## config.mk

```make
export PLATFORM = sky130hd
export DESIGN_NAME = alu_req_driver
export DESIGN_NICKNAME = d
export VERILOG_FILES = /design/src/rtl/alu_req_driver.sv
export SDC_FILE = /design/constraint.sdc
export NUM_CORES = 1
export LEC_CHECK = 0
export CORE_UTILIZATION = 53
export DETAILED_ROUTE_END_ITERATION = 6
export MAX_ROUTING_LAYER = met4
export PLACE_DENSITY = 0.8
export SLEW_MARGIN = 20
export SYNTH_ARGS = -nofsm -noshare
export SYNTH_HDL_FRONTEND = slang
export SYNTH_SLANG_ARGS = --single-unit
```

## constraint.sdc

```tcl
create_clock -name CLK -period 2.9 [get_ports CLK]
set_input_delay 0.29 -clock CLK [delete_from_list [all_inputs] [get_ports CLK]]
set_output_delay 0.29 -clock CLK [all_outputs]
set_load 0.01 [all_outputs]
```

## src/rtl/alu_req_driver.sv

```systemverilog
// Request buffer + sequencer that drives a multi-cycle ALU one operation at a time
// and returns each result, in request order, over a valid/ready response port.
module alu_req_driver #(
  parameter int WIDTH       = 8,
  parameter int LATENCY     = 1,
  parameter int MUL_LATENCY = 2,
  parameter int DEPTH       = 4
) (
  input  logic                 CLK,
  input  logic                 RST,
  input  logic                 req_valid,
  output logic                 req_ready,
  input  logic                 req_mode,
  input  logic [3:0]           req_cmd,
  input  logic [1:0]           req_inp_valid,
  input  logic [WIDTH-1:0]     req_opa,
  input  logic [WIDTH-1:0]     req_opb,
  input  logic                 req_cin,
  input  logic [3:0]           req_tag,
  output logic [1:0]           INP_VALID,
  output logic                 MODE,
  output logic [3:0]           CMD,
  output logic                 CE,
  output logic [WIDTH-1:0]     OPA,
  output logic [WIDTH-1:0]     OPB,
  output logic                 CIN,
  input  logic [2*WIDTH-1:0]   RES,
  input  logic                 ERR,
  input  logic                 OFLOW,
  input  logic                 COUT,
  input  logic                 G,
  input  logic                 L,
  input  logic                 E,
  output logic                 rsp_valid,
  input  logic                 rsp_ready,
  output logic [3:0]           rsp_tag,
  output logic [2*WIDTH-1:0]   rsp_res,
  output logic [5:0]           rsp_flags,
  output logic [15:0]          ops_done,
  output logic [7:0]           err_count
);

  localparam int AW     = $clog2(DEPTH);
  localparam int MAXLAT = (LATENCY > MUL_LATENCY) ? LATENCY : MUL_LATENCY;
  localparam int CW     = (MAXLAT > 1) ? $clog2(MAXLAT) : 1;
  localparam logic [CW-1:0] LAT_LOAD = CW'(LATENCY - 1);
  localparam logic [CW-1:0] MUL_LOAD = CW'(MUL_LATENCY - 1);

  typedef enum logic [1:0] {S_IDLE, S_ISSUE, S_WAIT, S_HOLD} state_t;

  typedef struct packed {
    logic             mode;
    logic [3:0]       cmd;
    logic [1:0]       iv;
    logic [WIDTH-1:0] opa;
    logic [WIDTH-1:0] opb;
    logic             cin;
    logic [3:0]       tag;
  } entry_t;

  entry_t             mem_q [DEPTH];
  entry_t             req_entry;
  entry_t             op_q, op_d;
  state_t             state_q, state_d;
  logic [AW:0]        wr_ptr_q, wr_ptr_d, rd_ptr_q, rd_ptr_d;
  logic [CW-1:0]      cnt_q, cnt_d;
  logic [3:0]         rsp_tag_q, rsp_tag_d;
  logic [2*WIDTH-1:0] rsp_res_q, rsp_res_d;
  logic [5:0]         rsp_flags_q, rsp_flags_d;
  logic [15:0]        ops_q, ops_d;
  logic [7:0]         errc_q, errc_d;
  logic               empty, full, push, pop, is_mul, active;

  assign req_entry = '{mode: req_mode, cmd: req_cmd, iv: req_inp_valid, opa: req_opa,
                       opb: req_opb, cin: req_cin, tag: req_tag};

  // Pointers carry one extra wrap bit so full and empty are distinguishable.
  assign empty     = (wr_ptr_q == rd_ptr_q);
  assign full      = (wr_ptr_q[AW] != rd_ptr_q[AW]) && (wr_ptr_q[AW-1:0] == rd_ptr_q[AW-1:0]);
  assign req_ready = ~full;
  assign push      = req_valid & ~full;
  assign is_mul    = op_q.mode && ((op_q.cmd == 4'd9) || (op_q.cmd == 4'd10));
  assign active    = (state_q == S_ISSUE) || (state_q == S_WAIT);

  always_ff @(posedge CLK) begin
    if (push && !RST) begin
      mem_q[wr_ptr_q[AW-1:0]] <= req_entry;
    end
  end

  always_comb begin
    state_d     = state_q;
    wr_ptr_d    = wr_ptr_q;
    rd_ptr_d    = rd_ptr_q;
    op_d        = op_q;
    cnt_d       = cnt_q;
    rsp_tag_d   = rsp_tag_q;
    rsp_res_d   = rsp_res_q;
    rsp_flags_d = rsp_flags_q;
    ops_d       = ops_q;
    errc_d      = errc_q;
    pop         = 1'b0;

    if (push) begin
      wr_ptr_d = wr_ptr_q + 1'b1;
    end

    unique case (state_q)
      S_IDLE: begin
        if (!empty) begin
          pop     = 1'b1;
          state_d = S_ISSUE;
        end
      end
      S_ISSUE: begin
        cnt_d   = is_mul ? MUL_LOAD : LAT_LOAD;
        state_d = S_WAIT;
      end
      S_WAIT: begin
        if (cnt_q == '0) begin
          rsp_tag_d   = op_q.tag;
          rsp_res_d   = RES;
          rsp_flags_d = {ERR, OFLOW, COUT, G, L, E};
          state_d     = S_HOLD;
        end else begin
          cnt_d = cnt_q - 1'b1;
        end
      end
      S_HOLD: begin
        if (rsp_ready) begin
          ops_d = ops_q + 16'd1;
          if (rsp_flags_q[5] && (errc_q != 8'hFF)) begin
            errc_d = errc_q + 8'd1;
          end
          // Chain straight into the next issue when work is already queued.
          if (!empty) begin
            pop     = 1'b1;
            state_d = S_ISSUE;
          end else begin
            state_d = S_IDLE;
          end
        end
      end
      default: state_d = S_IDLE;
    endcase

    if (pop) begin
      op_d     = mem_q[rd_ptr_q[AW-1:0]];
      rd_ptr_d = rd_ptr_q + 1'b1;
    end
  end

  always_ff @(posedge CLK) begin
    if (RST) begin
      state_q     <= S_IDLE;
      wr_ptr_q    <= '0;
      rd_ptr_q    <= '0;
      op_q        <= '0;
      cnt_q       <= '0;
      rsp_tag_q   <= '0;
      rsp_res_q   <= '0;
      rsp_flags_q <= '0;
      ops_q       <= '0;
      errc_q      <= '0;
    end else begin
      state_q     <= state_d;
      wr_ptr_q    <= wr_ptr_d;
      rd_ptr_q    <= rd_ptr_d;
      op_q        <= op_d;
      cnt_q       <= cnt_d;
      rsp_tag_q   <= rsp_tag_d;
      rsp_res_q   <= rsp_res_d;
      rsp_flags_q <= rsp_flags_d;
      ops_q       <= ops_d;
      errc_q      <= errc_d;
    end
  end

  // Operands stay on the bus between operations; only CE and INP_VALID drop.
  assign CE        = active;
  assign INP_VALID = active ? op_q.iv : 2'b00;
  assign MODE      = op_q.mode;
  assign CMD       = op_q.cmd;
  assign OPA       = op_q.opa;
  assign OPB       = op_q.opb;
  assign CIN       = op_q.cin;

  assign rsp_valid = (state_q == S_HOLD);
  assign rsp_tag   = rsp_tag_q;
  assign rsp_res   = rsp_res_q;
  assign rsp_flags = rsp_flags_q;
  assign ops_done  = ops_q;
  assign err_count = errc_q;

endmodule
```

* Word level (Yosys, flattened, before mapping)
Memory sizes are Yosys's and may differ from the RTL's. A register that Yosys moved wholly into a read port is not among the register bits. Index checks and enable logic that the tools add are counted.
Operators by class: multiplexer cells 14, equality and inequality tests 12, bitwise logic cells 3, reductions and logical operators 13, add/sub/neg operators 5
Operator list (count):
- 16-bit by 1-bit adder with 16-bit output (second input constant) | 1
- 8-bit by 1-bit adder with 8-bit output (second input constant) | 1
- 4-bit equality test (second input constant) | 2
- 2-bit two-way mux | 4
- 8-bit != test (second input constant) | 1
- 2-bit one-hot mux with 4 select lines | 1
- 1-bit two-way mux | 7
- 3-bit by 1-bit adder with 3-bit output (second input constant) | 2
- 3-bit AND reduction | 2
- 2-bit equality test (second input constant) | 2
- 1-bit logical AND | 4
- 2-bit != test (second input constant) | 2
- 1-bit one-hot mux with 2 select lines | 2
- 2-bit AND reduction | 2
- 3-bit equality test | 1
- 2-bit by 1-bit equality test with 1-bit output (second input constant) | 1
- 2-bit equality test | 1
- 2-bit zero test | 1
- 1-bit logical OR | 2
- 2-bit by 1-bit != test with 1-bit output (second input constant) | 1
- 1-bit inverter | 2
- 2-bit nonzero test | 1
- 1-bit bitwise AND | 1
- 1-bit zero test | 1
- 2 further kinds | 2
Word-level totals: memories 1, output and inout bits 77, input port bits 54, register bits 59, RAM bits 112
Memories:
- mem_q | words 4, bits a word 28, rd ports 1, clocked after memory_dff 1, write ports 1, RTL line 61 | entry_t mem_q [DEPTH];

* Depth between registers and ports, before layout
Gate-level depths: netlist of the first run.
word-level depth 7, mapped depth 7, gate-level depth less buffers 6

* Worst setup path before layout of the first run
OpenSTA, ideal clock, no wires.
path type register to register, start register rd_ptr_q[0], end memory mem_q[0][0] (netlist name), enable pin, period minus slack after synthesis 2156 ps, setup slack 744 ps, stages on the path, launching flop included 6, data arrival time 1769 ps, cell sequence dfxtp_1 -> buf_2 -> xor2_1 -> o31ai_1 -> nor2_1 -> and2_1
On the way: word-level cells in the longest chain between the ends 7
Ends and longest elaborated chain:
- start: declaration | RTL line 65 | logic [AW:0] wr_ptr_q, wr_ptr_d, rd_ptr_q, rd_ptr_d;
- start signal: assignment | RTL line 168 | rd_ptr_q <= rd_ptr_d;
- 2-bit equality test | RTL line 79 | assign full = (wr_ptr_q[AW] != rd_ptr_q[AW]) && (wr_ptr_q[AW-1:0] == rd_ptr_q[AW-1:0]);
- 1-bit logical AND | RTL line 79
- 1-bit inverter | RTL line 81 | assign push = req_valid & ~full;
- 1-bit bitwise AND | RTL line 81
- 1-bit logical AND | RTL line 86 | if (push && !RST) begin
- 1-bit two-way mux | RTL line 86
- 1-bit two-way mux (implied by the code) | RTL line 87 | mem_q[wr_ptr_q[AW-1:0]] <= req_entry;
- end: declaration | RTL line 61
Every way passes these cells.

* Worst setup path in the final report of the first run
start register rd_ptr_q[1], end output port req_ready
On the way: word-level cells in the longest chain between the ends 3
Ends and longest elaborated chain:
- 2-bit equality test | RTL line 79
- 1-bit logical AND | RTL line 79
- 1-bit inverter | RTL line 80 | assign req_ready = ~full;
- end: declaration | RTL line 12 | output logic req_ready,
Every way passes these cells.

==> summary.md, run 1 <==
| Metric | Value |
|---|---|
| Clk_lat worst skew | 0.43 ns |
| Final worst-path cycle share | 82.6% |
| CTS buffer count | 17 |
| Cell area power density | 748 nW/um2 |
| Final Max Slew Viols | 0 |
| Arr. time, crit path | 2.10 ns |
| Hold Fails Final Rpt | 0 |
| Post-CTS Setup Inserts | 0 |
| Root Buffer Master | clkbuf_16 |
| R2R Setup Slk | 0.59 ns |
| Most numerous cell in the Yosys netlist | nand2_1 |
| Sum of negative setup slack | 0 ns |
| Die area | 15200 um2 |
| Main flop type after synthesis | edfxtp_1 |
| Initial antenna violation count | 0 |
| Leak pwr | 3.25 nW |
| Setup Crit Path Kind | flip-flop to primary output |
| Number of synthesized register bits | 199 |
| WP data required | 2.61 ns |
| Largest net degree at the start of global routing | 50 |
| Routability Congestion | 0.803 |
| RSZ-0062 raised after global routing | no |
| Top Ports | 131 |
| Rel. slew slack | 38.3% |
| Hold-fix buffers, CTS | 0 |
| Resize count post-CTS | 0 |
| Status | complete, no violations |
| Cell Area, Synth | 7800 um2 |
| Final ANT Viol Nets | 0 |
| Core Region | 14100 um2 |
| Max Cap Violations | 0 |
| Number of vias in the routed layout | 4972 |
| First-pass GRT wire length | 24300 um |
| Hold path cells | 3 |
| Synth Area per Inst | 12.8 um2 |
| Number of synthesized flops with an enable pin | 112 |
| Min-Delay Path Class | input pin to flip-flop |
| Detail Placement HPWL | 10200 um |
| Antenna diodes | 0 |
| Cell Rows | 43 |
| WL per Instance | 16.8 um |
| Die Width | 123 um |
| DRT iter0 DRCs | 292 |
| Starting Density | 55.3% |
| Vias in the first global route | 4899 |
| H-tree lvl count | 4 |
| Post-synth top area share | 43.1% |
| Reg2Reg Depth | 5 |
| Hold worst-path end | rsp_res[13] |
| Critical R2R Capture | mem_q[3][25] |
| Port Buffers | 130 |
| Synth warn | 0 |
| Final WS setup | 0.506 ns |
| Peak supply drop | 0.519 mV |
| Measured slew at the worst slew-check pin | 0.925 ns |
| Clock sinks | 199 |
| FF-to-FF Start | rd_ptr_q[0] |
| Drt via density | 5.47 |
| Worst hold slack | 0.412 ns |
| Crit end category | primary output |
| CTS tree | built |
| Area grow syn2layout | 24.1% |
| Clock skew | 0.00862 ns |
| F_max | 418 MHz |
| Die Y | 123 um |
| Async set or reset register ratio after synthesis | 0% |
| Post-Syn Instances | 607 |
| Synth Net Count | 672 |
| GRT Total Usage | 22.2% |
| Area contributors post-synth | edfxtp_1 43%, dfxtp_1 22%, mux4_2 8.1% |
| Commonest cells post-synth | 120 x nand2_1, 112 x edfxtp_1, 87 x dfxtp_1 |
| Tmin final | 2.39 ns |
| Final setup fails | 0 |
| Routed WL | 15300 um |
| Clock transition at the registers of the reported paths | 0.07 ns |
| Post-synth top area cell | edfxtp_1 |
| Synth unique cells | 46 |
| Share of cells above drive strength 1 | 10.7% |
| Grt ovf | 0 |
| CTS max path bufs | 2 |
| Startpoint Class | flip-flop |
| Total Nets Final | 781 |
| TritonRoute pass-1 iters | 4 |
| Layout Utilization | 68.7% |
| Worst Hold Launch | RES[13] |
| Crit-path max FO | 31 |
| # DRC | 0 |
| Register area share after synthesis | 65.5% |
| Power, Total | 7.24 mW |
| Place WS | 0.611 ns |
==> how the worst max path moves through the flow <==
stage,startpoint,cells after the start,end,slack [ns]
finish,rd_ptr_q[1],4,req_ready,0.51
global route,rd_ptr_q[0],5,mem_q[3][25],0.36
CTS,rd_ptr_q[1],4,req_ready,0.48
detailed placement,rd_ptr_q[0],5,mem_q[3][9],0.61
global placement,rd_ptr_q[0],5,mem_q[3][5],0.74
floorplan,rd_ptr_q[0],5,mem_q[0][0],0.74
==> stage by stage <==
step                      area, um2  cells
after floorplan                7800    607
after global routing           9680    909
after detailed placement       9130    877
final                          9680    909
after CTS                      9680    909
after global placement         9130    877
==> critical path: stages (launching register included) <==
cell and delay (ns):
dfxtp_1 0.35, buf_4 0.40, xnor2_1 0.24, nand3_1 0.14
clkdlybuf4s50_1 0.54
==> report_power, final <==
group	switching (mW)	total [mW]	internal [mW]
registers	0.162	3.39	3.23
clock network	1.04	2.20	1.16
logic	0.887	1.66	0.769
==> cells in the final DEF, fill, tap and decap left out, types with 3 or more instances in the layout <==
master and count:
xnor2_1 6, mux4_2 28, mux2i_1 4, clkinv_4 3, and4_1 6, inv_6 4, ha_1 11, clkdlybuf4s50_1 129
nor2_1 28, a21oi_1 60, buf_4 13, o21ai_0 6, edfxtp_1 112, inv_1 9, nand4_1 8, nand2b_1 3
and2_1 7, nand3_1 9, dfxtp_1 86, or3_1 3, xor2_1 18, nand2_1 120, clkbuf_16 17
==> metal layers <==
layer | global-route usage [%] | share of wire [%]
met1 | 25.9 | 42
met3 | 5.07 | 4.3
met5 | - | 0
met2 | 37.3 | 52
met4 | 9.04 | 2.1
==> logic make-up (layout without fill, tap and decap cells) <==
kind of cell | count (synthesis) | after routing | share of synthesized area, %
xor+xnor | 24 | 24 | 2.70
buf+inv | 62 | 184 | 4.30
simple gates | 199 | 199 | 11.4
fa+ha+maj | 11 | 11 | 1.76
flops | 199 | 199 | 65.5
mux | 33 | 33 | 8.74
compound gates | 79 | 79 | 5.62
==> cell type report <==
| class | instances | area, um2 |
|---|---|---|
| clock buffers | 21 | 460 |
| inverters | 9 | 33.8 |
| repair buffers | 143 | 1390 |
| multi-input cells | 346 | 2370 |
| fillers | 977 | 4420 |
| well taps | 180 | 225 |
| flip-flops and latches | 199 | 5110 |
| clock inverters | 11 | 90.1 |
==> state kept, by name (all words and copies together), names as in the netlist, 2 cells and up <==
name and cells:
rsp_tag 4, rsp_flags 6, OPB 8, ops_done 16, state_q 2, CMD 4
OPA 8, err_count 8, op_q 6, mem_q 112, rsp_res 16, wr_ptr_q 3
rd_ptr_q 3
Note: power is estimated with default switching activity, not from simulation.
==> inputs of run 2 (changes only) <==
- CORE_UTILIZATION: 53 -> 48
- PLACE_DENSITY: 0.8 -> 0.76
- clock period: 2.9 -> 2.2 ns (I/O delays scaled with it)
==> summary.md, run 2 (synthesized netlist as in run 1, its figures left out) <==
| Metric | Value |
|---|---|
| Most frequent cells in the layout | 129 x clkdlybuf4s50_1, 120 x nand2_1, 112 x edfxtp_1, 85 x dfxtp_1, 60 x a21oi_1 |
| Crit-path max FO | 5 |
| Grt ovf | 0 |
| WL per Instance | 16.7 um |
| Clock transition at the registers of the reported paths | 0.07 ns |
| Max Cap Violations | 0 |
| Clock skew | 0.00549 ns |
| Crit end category | primary output |
| Measured slew at the worst slew-check pin | 0.552 ns |
| Final setup fails | 0 |
| Status | complete, no violations |
| Register area | 5110 um2 |
| Drt via density | 5.24 |
| H-tree lvl count | 4 |
| Fillers | 1220 |
| Power, Total | 9.78 mW |
| Hold path cells | 3 |
| Peak supply drop | 0.608 mV |
| Post-CTS Setup Inserts | 0 |
| Slowest cell on crit path | clkdlybuf4s50_1 |
| Worst Hold Launch | RST |
| Vias in the first global route | 4840 |
| Cell area power density | 994 nW/um2 |
| Total Nets Final | 785 |
| Resize count post-CTS | 2 |
| Die Y | 129 um |
| DRT iter0 DRCs | 243 |
| Startpoint Class | flip-flop |
| Place WS | 0.205 ns |
| GRT Total Usage | 20.3% |
| R2R Setup Slk | 0.18 ns |
| CP peak stage delay | 0.53 ns |
| CP Cell Sequence | inv_2 -> ha_4 -> and2_1 -> clkdlybuf4s50_1 |
| Clk_lat worst skew | 0.43 ns |
| Area grow syn2layout | 26.2% |
| Hold-fix buffers, CTS | 0 |
| Largest net degree at the start of global routing | 51 |
| Critical R2R Capture | mem_q[2][15] |
| Detail Placement HPWL | 10300 um |
| First-pass GRT wire length | 24500 um |
| Dpl cell area | 9270 um2 |
| Routed WL | 15800 um |
| Starting Density | 49.1% |
| CTS buffer count | 17 |
| Initial antenna violation count | 0 |
| Core Region | 15900 um2 |
| RSZ-0062 raised after global routing | no |
| Layout Utilization | 62.0% |
| Number of vias in the routed layout | 4971 |
| TritonRoute pass-1 iters | 5 |
| Reg2Reg Depth | 5 |
| Port Buffers | 130 |
| Final Max Slew Viols | 0 |
| # DRC | 0 |
| Final worst-path cycle share | 95.7% |
| Hold worst-path end | ops_done[2] |
| Multi-input logic area | 2380 um2 |
| Antenna diodes | 0 |
| Arr. time, crit path | 1.88 ns |
| CTS tree | built |
| Tmin final | 2.10 ns |
| Leak pwr | 3.30 nW |
| FF-to-FF Start | wr_ptr_q[1] |
| F_max | 475 MHz |
| Min-Delay Path Class | input pin to flip-flop |
| WP data required | 1.98 ns |
| Die area | 16800 um2 |
| Top Ports | 131 |
| Routability Congestion | 0.764 |
| Hold Fails Final Rpt | 0 |
| Share of cells above drive strength 1 | 11.5% |
| Sum of negative setup slack | 0 ns |
| Max reg flops | 112 |
| Rel. slew slack | 63.2% |
| Root Buffer Master | clkbuf_16 |
| Clock sinks | 199 |
| CTS max path bufs | 2 |
| Most common cell after layout, fill and taps aside | clkdlybuf4s50_1 |
| Die Width | 129 um |
| Cell Rows | 46 |
| Design area | 9840 um2 |
| Setup Crit Path Kind | flip-flop to primary output |
| Final ANT Viol Nets | 0 |
| Final WS setup | 0.0953 ns |
run 2: changes by cell type in the layout (fill, tap and decap cells not counted), moves of 2 or more:
cell,change
clkinv_4,-2
clkbuf_8,-2
buf_12,+5
clkinv_2,+4
bufinv_16,+2
inv_6,-2
run 2: routing by layer:
metal / global-route usage [%] / wire length, um / up-vias
li1: - / - / 2374
met2: 34.2 / 8080 / 143
met5: - / 0 / -
met3: 4.34 / 822 / 27
met4: 8.48 / 350 / 0
met1: 23.5 / 6590 / 2427
run 2: per-stage QoR:
| step | hold WS (ns) | cells |
|---|---|---|
| final | 0.337 | 949 |
| after global routing | 0.341 | 949 |
| after detailed placement | 0.446 | 917 |
| after CTS | 0.329 | 949 |
| after floorplan | 0.319 | 607 |
| after global placement | 0.442 | 917 |
run 2: worst max path at each step:
stage / endpoint / slack (ns) / cells after the start / start
after floorplan: mem_q[0][0] / 0.04 / 5 / rd_ptr_q[0]
after global placement: ops_done[15] / 0.30 / 5 / rsp_ready
after detailed placement: mem_q[2][14] / 0.21 / 5 / wr_ptr_q[1]
after CTS: INP_VALID[0] / 0.04 / 4 / state_q[0]
after global routing: INP_VALID[1] / 0.03 / 4 / state_q[0]
final: INP_VALID[0] / 0.1 / 4 / state_q[0]
run 2: area by class of cell:
cell class                      count  area share, %
Clock buffer                       19           4.40
Tap cell                          216           2.75
Timing Repair Buffer              147           15.1
Clock inverter                     13           1.30
Sequential cell                   199           51.9
Multi-Input combinational cell    346           24.2
Inverter                            9          0.343
run 2: power breakdown:
group | internal, mW | switching [mW]
Sequential | 4.26 | 0.189
Clock | 1.67 | 1.33
Combinational | 1.11 | 1.23
run 2: critical path: cells and delay by family, from the launching register on:
family,cells,cell delay (ns)
DFF,1,0.38
buffers and inverters,2,0.62
and+or+nand+nor,1,0.15
adders and majority gates,1,0.31
==> inputs of run 3 (changes only) <==
- CELL_PAD_IN_SITES_DETAIL_PLACEMENT: unset -> 1
- CELL_PAD_IN_SITES_GLOBAL_PLACEMENT: unset -> 2
- CORE_UTILIZATION: 48 -> 32
- PLACE_DENSITY: 0.76 -> unset
- PLACE_DENSITY_LB_ADDON: unset -> 0.1
==> summary.md, run 3 (synthesized netlist as in run 1, its figures left out) <==
| Metric | Value |
|---|---|
| Met1 Use GR | 18.6% |
| Port Buffers | 130 |
| Die Width | 158 um |
| Final worst-path cycle share | 95.6% |
| CTS buffer count | 17 |
| Startpoint Class | flip-flop |
| Total Nets Final | 786 |
| RSZ-0062 raised after global routing | no |
| Post-CTS Setup Inserts | 0 |
| Tmin final | 2.10 ns |
| Cell area power density | 996 nW/um2 |
| Hold Fails Final Rpt | 0 |
| Cell Rows | 56 |
| Grt met2 use | 26.3% |
| Top Ports | 131 |
| Clock skew | 0.0140 ns |
| Setup Crit Path Kind | flip-flop to primary output |
| Min-Delay Path Class | input pin to flip-flop |
| Vias in the first global route | 5210 |
| Final WS setup | 0.0965 ns |
| Sum of negative setup slack | 0 ns |
| Measured slew at the worst slew-check pin | 0.728 ns |
| Clock sinks | 199 |
| CTS max path bufs | 2 |
| Arr. time, crit path | 1.88 ns |
| Initial antenna violation count | 1 |
| R2R Setup Slk | 0.17 ns |
| Max Cap Violations | 0 |
| Largest net degree at the start of global routing | 91 |
| # DRC | 0 |
| Drt via density | 4.72 |
| Core Region | 23700 um2 |
| Root Buffer Master | clkbuf_16 |
| Worst hold slack | 0.286 ns |
| Final setup fails | 0 |
| Routability Congestion | 0.756 |
| Area grow syn2layout | 29.8% |
| First-pass GRT wire length | 28300 um |
| Most frequent cells in the layout | 128 x clkdlybuf4s50_1, 120 x nand2_1, 112 x edfxtp_1, 84 x dfxtp_1, 60 x a21oi_1 |
| H-tree lvl count | 4 |
| Die area | 25000 um2 |
| Grt ovf | 0 |
| Crit end category | primary output |
| Status | complete, no violations |
| Final Max Slew Viols | 0 |
| GR peak layer | met2 |
| Leak pwr | 3.36 nW |
| Routed WL | 18100 um |
| Max reg flops | 112 |
| TritonRoute pass-1 iters | 4 |
| Most common cell after layout, fill and taps aside | clkdlybuf4s50_1 |
| CTS tree | built |
| GRT Total Usage | 15.6% |
| Starting Density | 32.9% |
| Clk_lat worst skew | 0.44 ns |
| WP data required | 1.98 ns |
| WL per Instance | 17.2 um |
| Peak supply drop | 0.554 mV |
| Share of cells above drive strength 1 | 12.3% |
| Place WS | 0.261 ns |
| Final ANT Viol Nets | 0 |
| Rel. slew slack | 51.4% |
| Clock transition at the registers of the reported paths | 0.08 ns |
| DRT iter0 DRCs | 173 |
| Detail Placement HPWL | 11500 um |
| Die Y | 158 um |
| M3 GR Usage | 3.56% |
| F_max | 475 MHz |
| Crit-path max FO | 5 |
| Number of vias in the routed layout | 4975 |
[run 3: metal layers]
metal / part of all wire (%) / up-vias
met5: 0 / -
met4: 0.86 / 0
met3: 3.9 / 10
met2: 50 / 94
met1: 45 / 2493
li1: - / 2378
[run 3: worst max-delay path, cell delays in order (launching register included)]
cell and delay (ns):
dfxtp_1 0.35, inv_1 0.11, ha_4 0.33, and2_1 0.14, clkdlybuf4s50_1 0.53
[run 3: final timing paths]
check,cells past startpoint,start,end
min reg2reg,2,rsp_tag[0],rsp_tag[0]
max reg2reg,6,wr_ptr_q[1],OPB[4]
max,4,state_q[0],INP_VALID[0]
min,3,RST,ops_done[6]
[run 3: where the power goes]
group / switching, mW / internal (mW)
clock: 1.54 / 1.65
sequential: 0.204 / 4.25
combinational: 1.26 / 1.17
[run 3: timing repair]
item                       CTS  global route
gates cloned                 1             0
setup endpoints to repair    3             3
hold buffers                 0             0
resized for setup            2             5
pin swaps                    0             1
[run 3: area by class of cell]
type / count / area (um2)
Sequential cell: 199 / 5110
Timing Repair Buffer: 148 / 1550
Clock buffer: 17 / 425
Antenna cell: 1 / 2.50
Inverter: 9 / 33.8
Clock inverter: 15 / 199
Fill cell: 2499 / 13600
Tap cell: 319 / 399
Multi-Input combinational cell: 346 / 2410
[run 3: per-stage QoR]
step                power (mW)  std cells  util [%]  cell area, um2
global route              10.6       1054      42.7           10100
finish                    10.1       1054      42.7           10100
detailed placement        6.94       1020      39.8            9430
global placement          6.89       1020      39.8            9430
CTS                       10.3       1053      42.6           10100
floorplan                 5.97        607         -            7800
